$ cat config.mk
export PLATFORM = sky130hd
export DESIGN_NAME = multicycle_controller
export DESIGN_NICKNAME = d
export VERILOG_FILES = /design/src/rtl/multicycle_controller.sv
export SDC_FILE = /design/constraint.sdc
export NUM_CORES = 1
export LEC_CHECK = 0
export CORE_MARGIN = 2
export CORE_UTILIZATION = 45
export DETAILED_ROUTE_END_ITERATION = 7
export MAX_ROUTING_LAYER = met4
export PLACE_DENSITY_LB_ADDON = 0.3
export SLEW_MARGIN = 10
export SYNTH_ARGS = -nofsm -noshare
export SYNTH_HDL_FRONTEND = slang
export SYNTH_SLANG_ARGS = --single-unit
$ cat constraint.sdc
create_clock -name clk -period 1.85 [get_ports clk]
set_input_delay 0.2775 -clock clk [delete_from_list [all_inputs] [get_ports clk]]
set_output_delay 0.2775 -clock clk [all_outputs]
set_load 0.005 [all_outputs]
$ cat src/rtl/multicycle_controller.sv
`default_nettype none
// ============================================================================
// Module   : multicycle_controller
// Function : RV32I multi-cycle control FSM (fetch/decode/exec/mem/wb) with a
//            memory-ready handshake, wait timeout and a sticky trap state.
// Revision : 1.0 - initial release
// ============================================================================
module multicycle_controller #(
   parameter int ALU_W         = 4,
   parameter int MEM_TIMEOUT   = 15,
   parameter bit SUPPORT_STORE = 1'b1
) (
   input  logic             clk,
   input  logic             rst,
   input  logic [31:0]      instr,
   input  logic             mem_ready,
   input  logic             branch_taken,
   output logic             mem_req,
   output logic             MemRW,
   output logic [2:0]       mem_funct3,
   output logic             ir_we,
   output logic             pc_we,
   output logic             pc_sel,
   output logic             RegWE,
   output logic [ALU_W-1:0] ALU_control,
   output logic             Imm_mux_SEL,
   output logic             WB_sel,
   output logic             trap,
   output logic [1:0]       trap_cause,
   output logic [2:0]       state
);

   localparam int CNT_W = $clog2(MEM_TIMEOUT + 1);
   localparam logic [CNT_W-1:0] c_timeout = CNT_W'(MEM_TIMEOUT);

   localparam logic [3:0] c_alu_add  = 4'd0;
   localparam logic [3:0] c_alu_sub  = 4'd1;
   localparam logic [3:0] c_alu_sll  = 4'd2;
   localparam logic [3:0] c_alu_slt  = 4'd3;
   localparam logic [3:0] c_alu_sltu = 4'd4;
   localparam logic [3:0] c_alu_xor  = 4'd5;
   localparam logic [3:0] c_alu_srl  = 4'd6;
   localparam logic [3:0] c_alu_sra  = 4'd7;
   localparam logic [3:0] c_alu_or   = 4'd8;
   localparam logic [3:0] c_alu_and  = 4'd9;

   localparam logic [1:0] c_cause_illegal = 2'b01;
   localparam logic [1:0] c_cause_timeout = 2'b10;

   typedef enum logic [2:0] {
      S_FETCH  = 3'd0,
      S_DECODE = 3'd1,
      S_EXEC   = 3'd2,
      S_MEM    = 3'd3,
      S_WB     = 3'd4,
      S_TRAP   = 3'd5
   } state_t;

   state_t           r_state;
   logic [CNT_W-1:0] r_cnt;
   logic [6:0]       r_opcode;
   logic [2:0]       r_funct3;
   logic             r_bit30;
   logic [4:0]       r_rd;
   logic [1:0]       r_trap_cause;

   logic       w_is_r;
   logic       w_is_i;
   logic       w_is_load;
   logic       w_is_store;
   logic       w_is_branch;
   logic       w_legal;
   logic [3:0] w_alu_op;
   logic       w_unused;

   // Only opcode, rd, funct3 and bit 30 steer control; the rest is datapath.
   assign w_unused = ^{instr[31], instr[29:15]};

   assign w_is_r      = (r_opcode == 7'b0110011);
   assign w_is_i      = (r_opcode == 7'b0010011);
   assign w_is_load   = (r_opcode == 7'b0000011) && (r_funct3 != 3'b011)
                        && (r_funct3[2:1] != 2'b11);
   assign w_is_store  = SUPPORT_STORE && (r_opcode == 7'b0100011)
                        && !r_funct3[2] && (r_funct3[1:0] != 2'b11);
   assign w_is_branch = (r_opcode == 7'b1100011) && (r_funct3[2:1] != 2'b01);
   assign w_legal     = w_is_r | w_is_i | w_is_load | w_is_store | w_is_branch;

   always_comb begin
      w_alu_op = c_alu_add;
      if (w_is_branch) begin
         case (r_funct3[2:1])
            2'b00:   w_alu_op = c_alu_sub;
            2'b10:   w_alu_op = c_alu_slt;
            default: w_alu_op = c_alu_sltu;
         endcase
      end else if (w_is_r || w_is_i) begin
         case (r_funct3)
            3'b000:  w_alu_op = (w_is_r && r_bit30) ? c_alu_sub : c_alu_add;
            3'b001:  w_alu_op = c_alu_sll;
            3'b010:  w_alu_op = c_alu_slt;
            3'b011:  w_alu_op = c_alu_sltu;
            3'b100:  w_alu_op = c_alu_xor;
            3'b101:  w_alu_op = r_bit30 ? c_alu_sra : c_alu_srl;
            3'b110:  w_alu_op = c_alu_or;
            default: w_alu_op = c_alu_and;
         endcase
      end
   end

   always_ff @(posedge clk or posedge rst) begin
      if (rst) begin
         r_state      <= S_FETCH;
         r_cnt        <= '0;
         r_opcode     <= '0;
         r_funct3     <= '0;
         r_bit30      <= 1'b0;
         r_rd         <= '0;
         r_trap_cause <= '0;
      end else begin
         case (r_state)
            S_FETCH: begin
               if (mem_ready) begin
                  r_opcode <= instr[6:0];
                  r_funct3 <= instr[14:12];
                  r_bit30  <= instr[30];
                  r_rd     <= instr[11:7];
                  r_cnt    <= '0;
                  r_state  <= S_DECODE;
               end else if (r_cnt == c_timeout) begin
                  r_trap_cause <= c_cause_timeout;
                  r_state      <= S_TRAP;
               end else begin
                  r_cnt <= r_cnt + CNT_W'(1);
               end
            end
            S_DECODE: begin
               if (w_legal) begin
                  r_state <= S_EXEC;
               end else begin
                  r_trap_cause <= c_cause_illegal;
                  r_state      <= S_TRAP;
               end
            end
            S_EXEC: begin
               r_cnt <= '0;
               if (w_is_r || w_is_i) begin
                  r_state <= S_WB;
               end else if (w_is_load || w_is_store) begin
                  r_state <= S_MEM;
               end else if (w_is_branch) begin
                  r_state <= S_FETCH;
               end else begin
                  r_trap_cause <= c_cause_illegal;
                  r_state      <= S_TRAP;
               end
            end
            S_MEM: begin
               if (mem_ready) begin
                  r_cnt   <= '0;
                  r_state <= w_is_load ? S_WB : S_FETCH;
               end else if (r_cnt == c_timeout) begin
                  r_trap_cause <= c_cause_timeout;
                  r_state      <= S_TRAP;
               end else begin
                  r_cnt <= r_cnt + CNT_W'(1);
               end
            end
            S_WB: begin
               r_cnt   <= '0;
               r_state <= S_FETCH;
            end
            S_TRAP: r_state <= S_TRAP;
            default: r_state <= S_FETCH;
         endcase
      end
   end

   // Reset gates every output combinationally so nothing escapes mid-instruction.
   always_comb begin
      mem_req     = 1'b0;
      MemRW       = 1'b0;
      mem_funct3  = 3'b000;
      ir_we       = 1'b0;
      pc_we       = 1'b0;
      pc_sel      = 1'b0;
      RegWE       = 1'b0;
      ALU_control = '0;
      Imm_mux_SEL = 1'b0;
      WB_sel      = 1'b0;
      trap        = 1'b0;
      trap_cause  = 2'b00;
      state       = 3'd0;
      if (!rst) begin
         state      = r_state;
         mem_funct3 = r_funct3;
         trap_cause = r_trap_cause;
         case (r_state)
            S_FETCH: begin
               mem_req = 1'b1;
               ir_we   = mem_ready;
            end
            S_EXEC: begin
               ALU_control = ALU_W'(w_alu_op);
               Imm_mux_SEL = w_is_i | w_is_load | w_is_store;
               if (w_is_branch) begin
                  pc_we  = 1'b1;
                  pc_sel = branch_taken;
               end
            end
            S_MEM: begin
               mem_req     = 1'b1;
               MemRW       = w_is_store;
               Imm_mux_SEL = 1'b1;
               ALU_control = ALU_W'(c_alu_add);
               pc_we       = mem_ready & w_is_store;
            end
            S_WB: begin
               RegWE  = (r_rd != 5'd0);
               WB_sel = ~w_is_load;
               pc_we  = 1'b1;
            end
            S_TRAP: trap = 1'b1;
            default: ;
         endcase
      end
   end

endmodule
`default_nettype wire

==> results of run 1 <==
worst reg2reg max path, stage by stage (launching register included):
cell     delay [ns]
dfrtp_2        0.46
buf_4          0.17
nor2b_2        0.18
nor4_4         0.07
buf_4          0.15
buf_4          0.13
buf_4          0.12
o31ai_1        0.24
o311a_1        0.21
final cells by class:
class / count / area (um^2)
Inverter: 6 / 25.0
Clock buffer: 4 / 45.0
Timing Repair Buffer: 106 / 881
Sequential cell: 25 / 627
Fill cell: 268 / 892
Tap cell: 48 / 60.1
Multi-Input combinational cell: 150 / 1190
flip-flops by register name (all words and copies together), names as in the netlist:
| name | count |
|---|---|
| r_opcode | 7 |
| r_rd | 5 |
| r_cnt | 4 |
| r_funct3 | 3 |
| r_state | 3 |
| r_trap_cause | 2 |
| r_bit30 | 1 |
per-layer routing:
layer | track usage [%] | share of wire, % | up-vias
li1 | - | - | 909
met1 | 35.1 | 40 | 917
met2 | 42.4 | 50 | 99
met3 | 5.74 | 6.8 | 17
met4 | 8.42 | 2.8 | 0
met5 | - | 0 | -
power breakdown:
part | total [mW] | internal, mW | leakage, nW | switching (mW)
combinational | 2.12 | 1.14 | 0.949 | 0.981
sequential | 0.921 | 0.746 | 0.306 | 0.176
clock | 0.338 | 0.154 | 0.0228 | 0.183
per-stage QoR:
| stage | setup WS (ns) | cell area [um^2] | instances |
|---|---|---|---|
| after floorplan | 0.184 | 1770 | 197 |
| after global placement | -0.382 | 2510 | 318 |
| after detailed placement | -0.419 | 2510 | 318 |
| after CTS | -0.259 | 2700 | 333 |
| after global routing | -0.289 | 2820 | 339 |
| final | -0.203 | 2820 | 339 |
how the worst max path moves through the flow:
stage / endpoint / slack [ns] / startpoint
6_report: pc_sel / -0.20 / r_funct3[2]
3_5_place_dp: pc_we / -0.42 / r_opcode[2]
3_3_place_gp: pc_we / -0.38 / r_opcode[2]
5_1_grt: pc_we / -0.29 / r_opcode[2]
4_1_cts: pc_we / -0.26 / r_opcode[3]
2_1_floorplan: r_cnt[1] / 0.18 / r_cnt[0]
cells by family (layout without fill, tap and decap cells):
kind of cell / after synthesis / count (layout)
flops: 25 / 25
fa+ha+maj: 2 / 2
mux: 14 / 14
simple gates: 83 / 83
buf+inv: 22 / 116
compound gates: 50 / 50
xor+xnor: 1 / 1
cell usage in the layout, fill, tap and decap left out, types with 4 or more instances in the layout:
cell,n
a21oi_1,6
a21oi_2,4
a31oi_1,4
buf_2,9
buf_4,55
buf_6,11
clkdlybuf4s50_1,22
dfrtp_1,24
inv_1,4
mux2_2,14
nand2_1,12
nand2b_1,5
nand3_1,7
nor2_1,12
nor2b_1,9
nor3_1,5
o21ai_0,12
timing repair:
item,4_1_cts,5_1_grt
resized for setup,65,30
pin swaps,23,14
setup endpoints to repair,17,16
buffers inserted,12,6
hold buffers,0,0
==> impl_metrics.env, run 1 <==
export IMPL_dp_hpwl_um=3760
export IMPL_end_kind="primary output"
export IMPL_post_drt_wl_per_cell_um=16.8
export IMPL_r2r_start="r_funct3[2]"
export IMPL_gr_total_overflow=0
export IMPL_synth_ff_type="dfrtp_1"
export IMPL_worst_pin_slew_ns=0.366
export IMPL_worst_r2r_path_depth=8
export IMPL_synth_most_common_cell="dfrtp_1"
export IMPL_start_util_pct=47.6
export IMPL_cts_buffers=3
export IMPL_synthSimpleGateAreaFrac_pct=28.6
export IMPL_post_route_util_pct=76.0
export IMPL_postSynth_asyncResetShare_pct=100
export IMPL_slew_violations=0
export IMPL_path_depth=8
export IMPL_drt_pass1_iterations=4
export IMPL_drt_iter0_drc=218
export IMPL_max_slew_margin_pct=75.4
export IMPL_crit_path_start_kind="flop"
export IMPL_post_route_period_util_pct=111
export IMPL_muxShareOfSynthArea_pct=8.91
export IMPL_finalClockSkew_ns=0.00111
export IMPL_grt_pass1_wl_um=8910
export IMPL_dieArea_um2=4450
export IMPL_detail_route_antenna_nets=0
export IMPL_synth_fa_ha_area_share_pct=1.27
export IMPL_ys_types=56
export IMPL_min_path_type="in2async"
export IMPL_cts_root_buf="clkbuf_8"
export IMPL_max_cap_violations=0
export IMPL_nNetsFinal=329
export IMPL_p_leak_nw=1.28
export IMPL_synth_area_um2=1770
export IMPL_syn_nets=234
export IMPL_grt_pass1_vias=1856
export IMPL_worstSetupPathType="reg2out"
export IMPL_syn2layout_area_growth_pct=59.6
export IMPL_yosysSeqAreaShare_pct=35.4
export IMPL_synth_seq_cells=25
export IMPL_layout_drive_gt1_share_pct=44.3
export IMPL_ir_drop_mv=0.703
export IMPL_path_delay_family="buffers and inverters"
export IMPL_max_stage_delay_ns=0.46
export IMPL_drc=0
export IMPL_critical_path_buf_inv_count=5
export IMPL_synth_top_area_share_pct=35.4
export IMPL_h_tree_depth=1
export IMPL_violations="setup timing"
export IMPL_synth_top_family_by_area="simple AND/OR/NAND/NOR gates"
export IMPL_n_antenna_cell=0
export IMPL_cp_required_ns=1.57
export IMPL_totalNegativeSetupSlack_ns=-1.22
export IMPL_routed_wl_um=5690
export IMPL_setup_slack_ns=-0.203
export IMPL_synth_edff_count=0
export IMPL_num_vias=1942
export IMPL_yosys_warnings=0
export IMPL_synth_compound_area_share_pct=19.2
export IMPL_slowest_stage="dfrtp_2"
export IMPL_vias_per_cell=5.73
export IMPL_synthTopCellsByCount="dfrtp_1 (25), nor2_1 (15), mux2_2 (14), o21ai_0 (14), nand2_1 (12)"
export IMPL_groute_usage_overall_pct=27.0
export IMPL_crit_fanout=6
export IMPL_antenna_found_initial=0
export IMPL_gp_congestion=0.914
export IMPL_max_freq_ghz=0.487
export IMPL_clk_path_buf_depth=2
export IMPL_clk_pin_slew_worst_paths_ns=0.09
export IMPL_synth_cells=197
export IMPL_finalPower_mw=3.38
export IMPL_fp_coreArea_um2=3720
export IMPL_grt_max_degree=21
export IMPL_die_w_um=66.7
export IMPL_die_h_um=66.7
export IMPL_reg2reg_slack_ns=0.06
export IMPL_clock_latency_ns=0.27
export IMPL_io_pins=57
export IMPL_finalHoldViolCount=0
export IMPL_setup_viol=8
export IMPL_clock_sinks=25
export IMPL_fin_crit_ns=2.05
export IMPL_numPortBuffers=40
export IMPL_r2r_end="r_state[2]"
export IMPL_holdWs_ns=0.387
export IMPL_synth_area_top_cells="dfrtp_1 (35%), mux2_2 (8.9%), o21ai_0 (4.0%)"
export IMPL_p_per_area_nw_per_um2=1200
export IMPL_yosysTopAreaCell="dfrtp_1"
export IMPL_path_cells="buf_4 -> nor2b_2 -> nor4_4 -> buf_4 -> buf_6 -> buf_6 -> and3_1 -> buf_2"
export IMPL_status="finished, violations left"
export IMPL_cts_tree="done"
export IMPL_rsz0062_at_grt="true"
export IMPL_num_rows=22
export IMPL_synth_xor_area_share_pct=0.495
export IMPL_avgSynthCellArea_um2=8.98
export IMPL_cp_data_arrival_time_ns=1.78
(Power assumes the default switching activity.)
==> run 2, diff against run 1 <==
GPL_TIMING_DRIVEN = 0   (was default)
==> run 2 against run 1 <==
The flow still finishes with violations (setup timing). Sequential power decreased by 2.9%. Die area unchanged. Routed wire length decreased by 5.6%. Clock power about the same. Clock skew increased by 0.0045 ns. Largest power group unchanged.
==> impl_metrics.env, run 2 (synthesis results as in run 1) <==
export IMPL_cts_root_buf="clkbuf_8"
export IMPL_p_sw_mw=1.28
export IMPL_swShare_pct=39.7
export IMPL_clkPwrFrac_pct=10.6
export IMPL_cts_buffers=3
export IMPL_setup_viol=9
export IMPL_top_register="r_opcode"
export IMPL_dp_cells=284
export IMPL_path_cells="nand4bb_1 -> buf_6 -> buf_4 -> or4_4 -> o32ai_2 -> buf_2"
export IMPL_largest_register_ffs=7
export IMPL_clk_path_buf_depth=2
export IMPL_layout_cells_non_filler=325
export IMPL_max_freq_ghz=0.467
export IMPL_max_slew_margin_pct=56.5
export IMPL_max_cap_violations=0
export IMPL_layout_common_cells="buf_4 (34), clkdlybuf4s50_1 (21), dfrtp_1 (20), mux2_2 (14)"
export IMPL_end_kind="primary output"
export IMPL_gp_congestion=0.883
export IMPL_drt_iter0_drc=144
export IMPL_worst_pin_slew_ns=0.649
export IMPL_nNetsFinal=314
export IMPL_totalNegativeSetupSlack_ns=-2.03
export IMPL_start_util_pct=47.6
export IMPL_slowest_stage="or4_4"
export IMPL_numPortBuffers=39
export IMPL_crit_fanout=5
export IMPL_finalClockSkew_ns=0.00561
export IMPL_num_vias=1869
export IMPL_largestRegisters="r_opcode x7, r_rd x5, r_cnt x4"
export IMPL_grt_pass1_vias=1763
export IMPL_gr_total_overflow=0
export IMPL_path_delay_family="simple AND/OR/NAND/NOR gates"
export IMPL_fp_coreArea_um2=3720
export IMPL_routed_wl_um=5370
export IMPL_grt_max_degree=19
export IMPL_status="finished, violations left"
export IMPL_setup_slack_ns=-0.292
export IMPL_clock_latency_ns=0.28
export IMPL_cp_data_arrival_time_ns=1.86
export IMPL_rsz0062_at_grt="true"
export IMPL_num_rows=22
export IMPL_vias_per_cell=5.75
export IMPL_p_per_area_nw_per_um2=1180
export IMPL_final_common_cell="buf_4"
export IMPL_finalHoldViolCount=0
export IMPL_p_leak_nw=1.20
export IMPL_layout_drive_gt1_share_pct=45.3
export IMPL_power_frac_comb_pct=61.7
export IMPL_critical_path_buf_inv_count=3
export IMPL_slew_violations=0
export IMPL_max_stage_delay_ns=0.44
export IMPL_h_tree_depth=1
export IMPL_min_path_type="in2async"
export IMPL_io_pins=57
export IMPL_dieArea_um2=4450
export IMPL_syn2layout_area_growth_pct=55.3
export IMPL_clk_pin_slew_worst_paths_ns=0.09
export IMPL_post_route_period_util_pct=116
export IMPL_antenna_found_initial=1
export IMPL_crit_path_start_kind="flop"
export IMPL_violations="setup timing"
export IMPL_drc=0
export IMPL_ir_drop_mv=0.821
export IMPL_dp_hpwl_um=3060
export IMPL_power_frac_seq_pct=27.7
export IMPL_post_route_util_pct=73.9
export IMPL_place_ws_ns=-1.01
export IMPL_post_drt_wl_per_cell_um=16.5
export IMPL_holdBufCountCts=0
export IMPL_die_w_um=66.7
export IMPL_internal_power_mw=1.95
export IMPL_groute_usage_overall_pct=25.2
export IMPL_cts_tree="done"
export IMPL_cp_required_ns=1.57
export IMPL_grt_pass1_wl_um=8220
export IMPL_fin_crit_ns=2.14
export IMPL_die_h_um=66.7
export IMPL_detail_route_antenna_nets=0
export IMPL_drt_pass1_iterations=4
export IMPL_worstSetupPathType="reg2out"
export IMPL_clock_sinks=25
==> run 2: final timing paths <==
| kind | from | end | slack [ns] | cells past startpoint |
|---|---|---|---|---|
| max reg2reg | r_opcode[2] | r_state[2] | 0.08 | 8 |
| min in group clk | mem_ready | r_cnt[0] | 0.43 | 3 |
| min reg2reg | r_trap_cause[0] | r_trap_cause[0] | 0.51 | 1 |
| min | rst | r_trap_cause[0] | 0.16 | 2 |
| max | r_opcode[2] | pc_we | -0.29 | 6 |
| max in group asynchronous | rst | r_funct3[0] | 1.15 | 2 |
==> run 2: power by group through the flow <==
stage,registers [mW],logic [mW],clock network (mW)
6_report,0.894,1.99,0.341
3_5_place_dp,0.891,1.32,0
5_1_grt,0.922,2.14,0.365
3_3_place_gp,0.890,1.30,0
4_1_cts,0.877,1.73,0.346
2_1_floorplan,0.856,0.982,0
==> run 2: what timing repair did <==
action	in CTS	in global routing
pin swaps	20	14
setup buffers	31	8
endpoints found under the setup margin	21	21
gates cloned	1	0
resized for setup	92	33
==> run 2: area by class of cell <==
cell class                 instances  area, um^2
inverter                           6        26.3
timing repair buffer              78         659
antenna                            1        2.50
clock buffer                       4        45.0
buffer                            12         121
sequential                        25         632
timing repair inverter             1        5.00
fill                             282         968
multi-input combinational        150        1200
tap                               48        60.1
==> run 2: worst reg2reg max path, delay by kind of cell, from the launching register on <==
kind / cells / cell delay [ns]
simple gates: 2 / 0.43
buf+inv: 4 / 0.56
compound gates: 2 / 0.30
flops: 1 / 0.41
==> run 2: metal layers <==
layer | vias to the layer above | track usage, % | wire length [um]
li1 | 887 | - | -
met3 | 13 | 3.89 | 283
met5 | - | - | 0
met4 | 0 | 10.7 | 138
met1 | 897 | 31.1 | 2250
met2 | 72 | 41.1 | 2700
==> run 2: through the flow <==
| step | instance area (um^2) | hold slack [ns] | power, mW |
|---|---|---|---|
| 2_1_floorplan | 1770 | 0.318 | 1.84 |
| 3_3_place_gp | 2220 | 0.482 | 2.19 |
| 3_5_place_dp | 2220 | 0.495 | 2.21 |
| 4_1_cts | 2610 | 0.129 | 2.95 |
| 5_1_grt | 2750 | 0.186 | 3.43 |
| 6_report | 2750 | 0.165 | 3.23 |
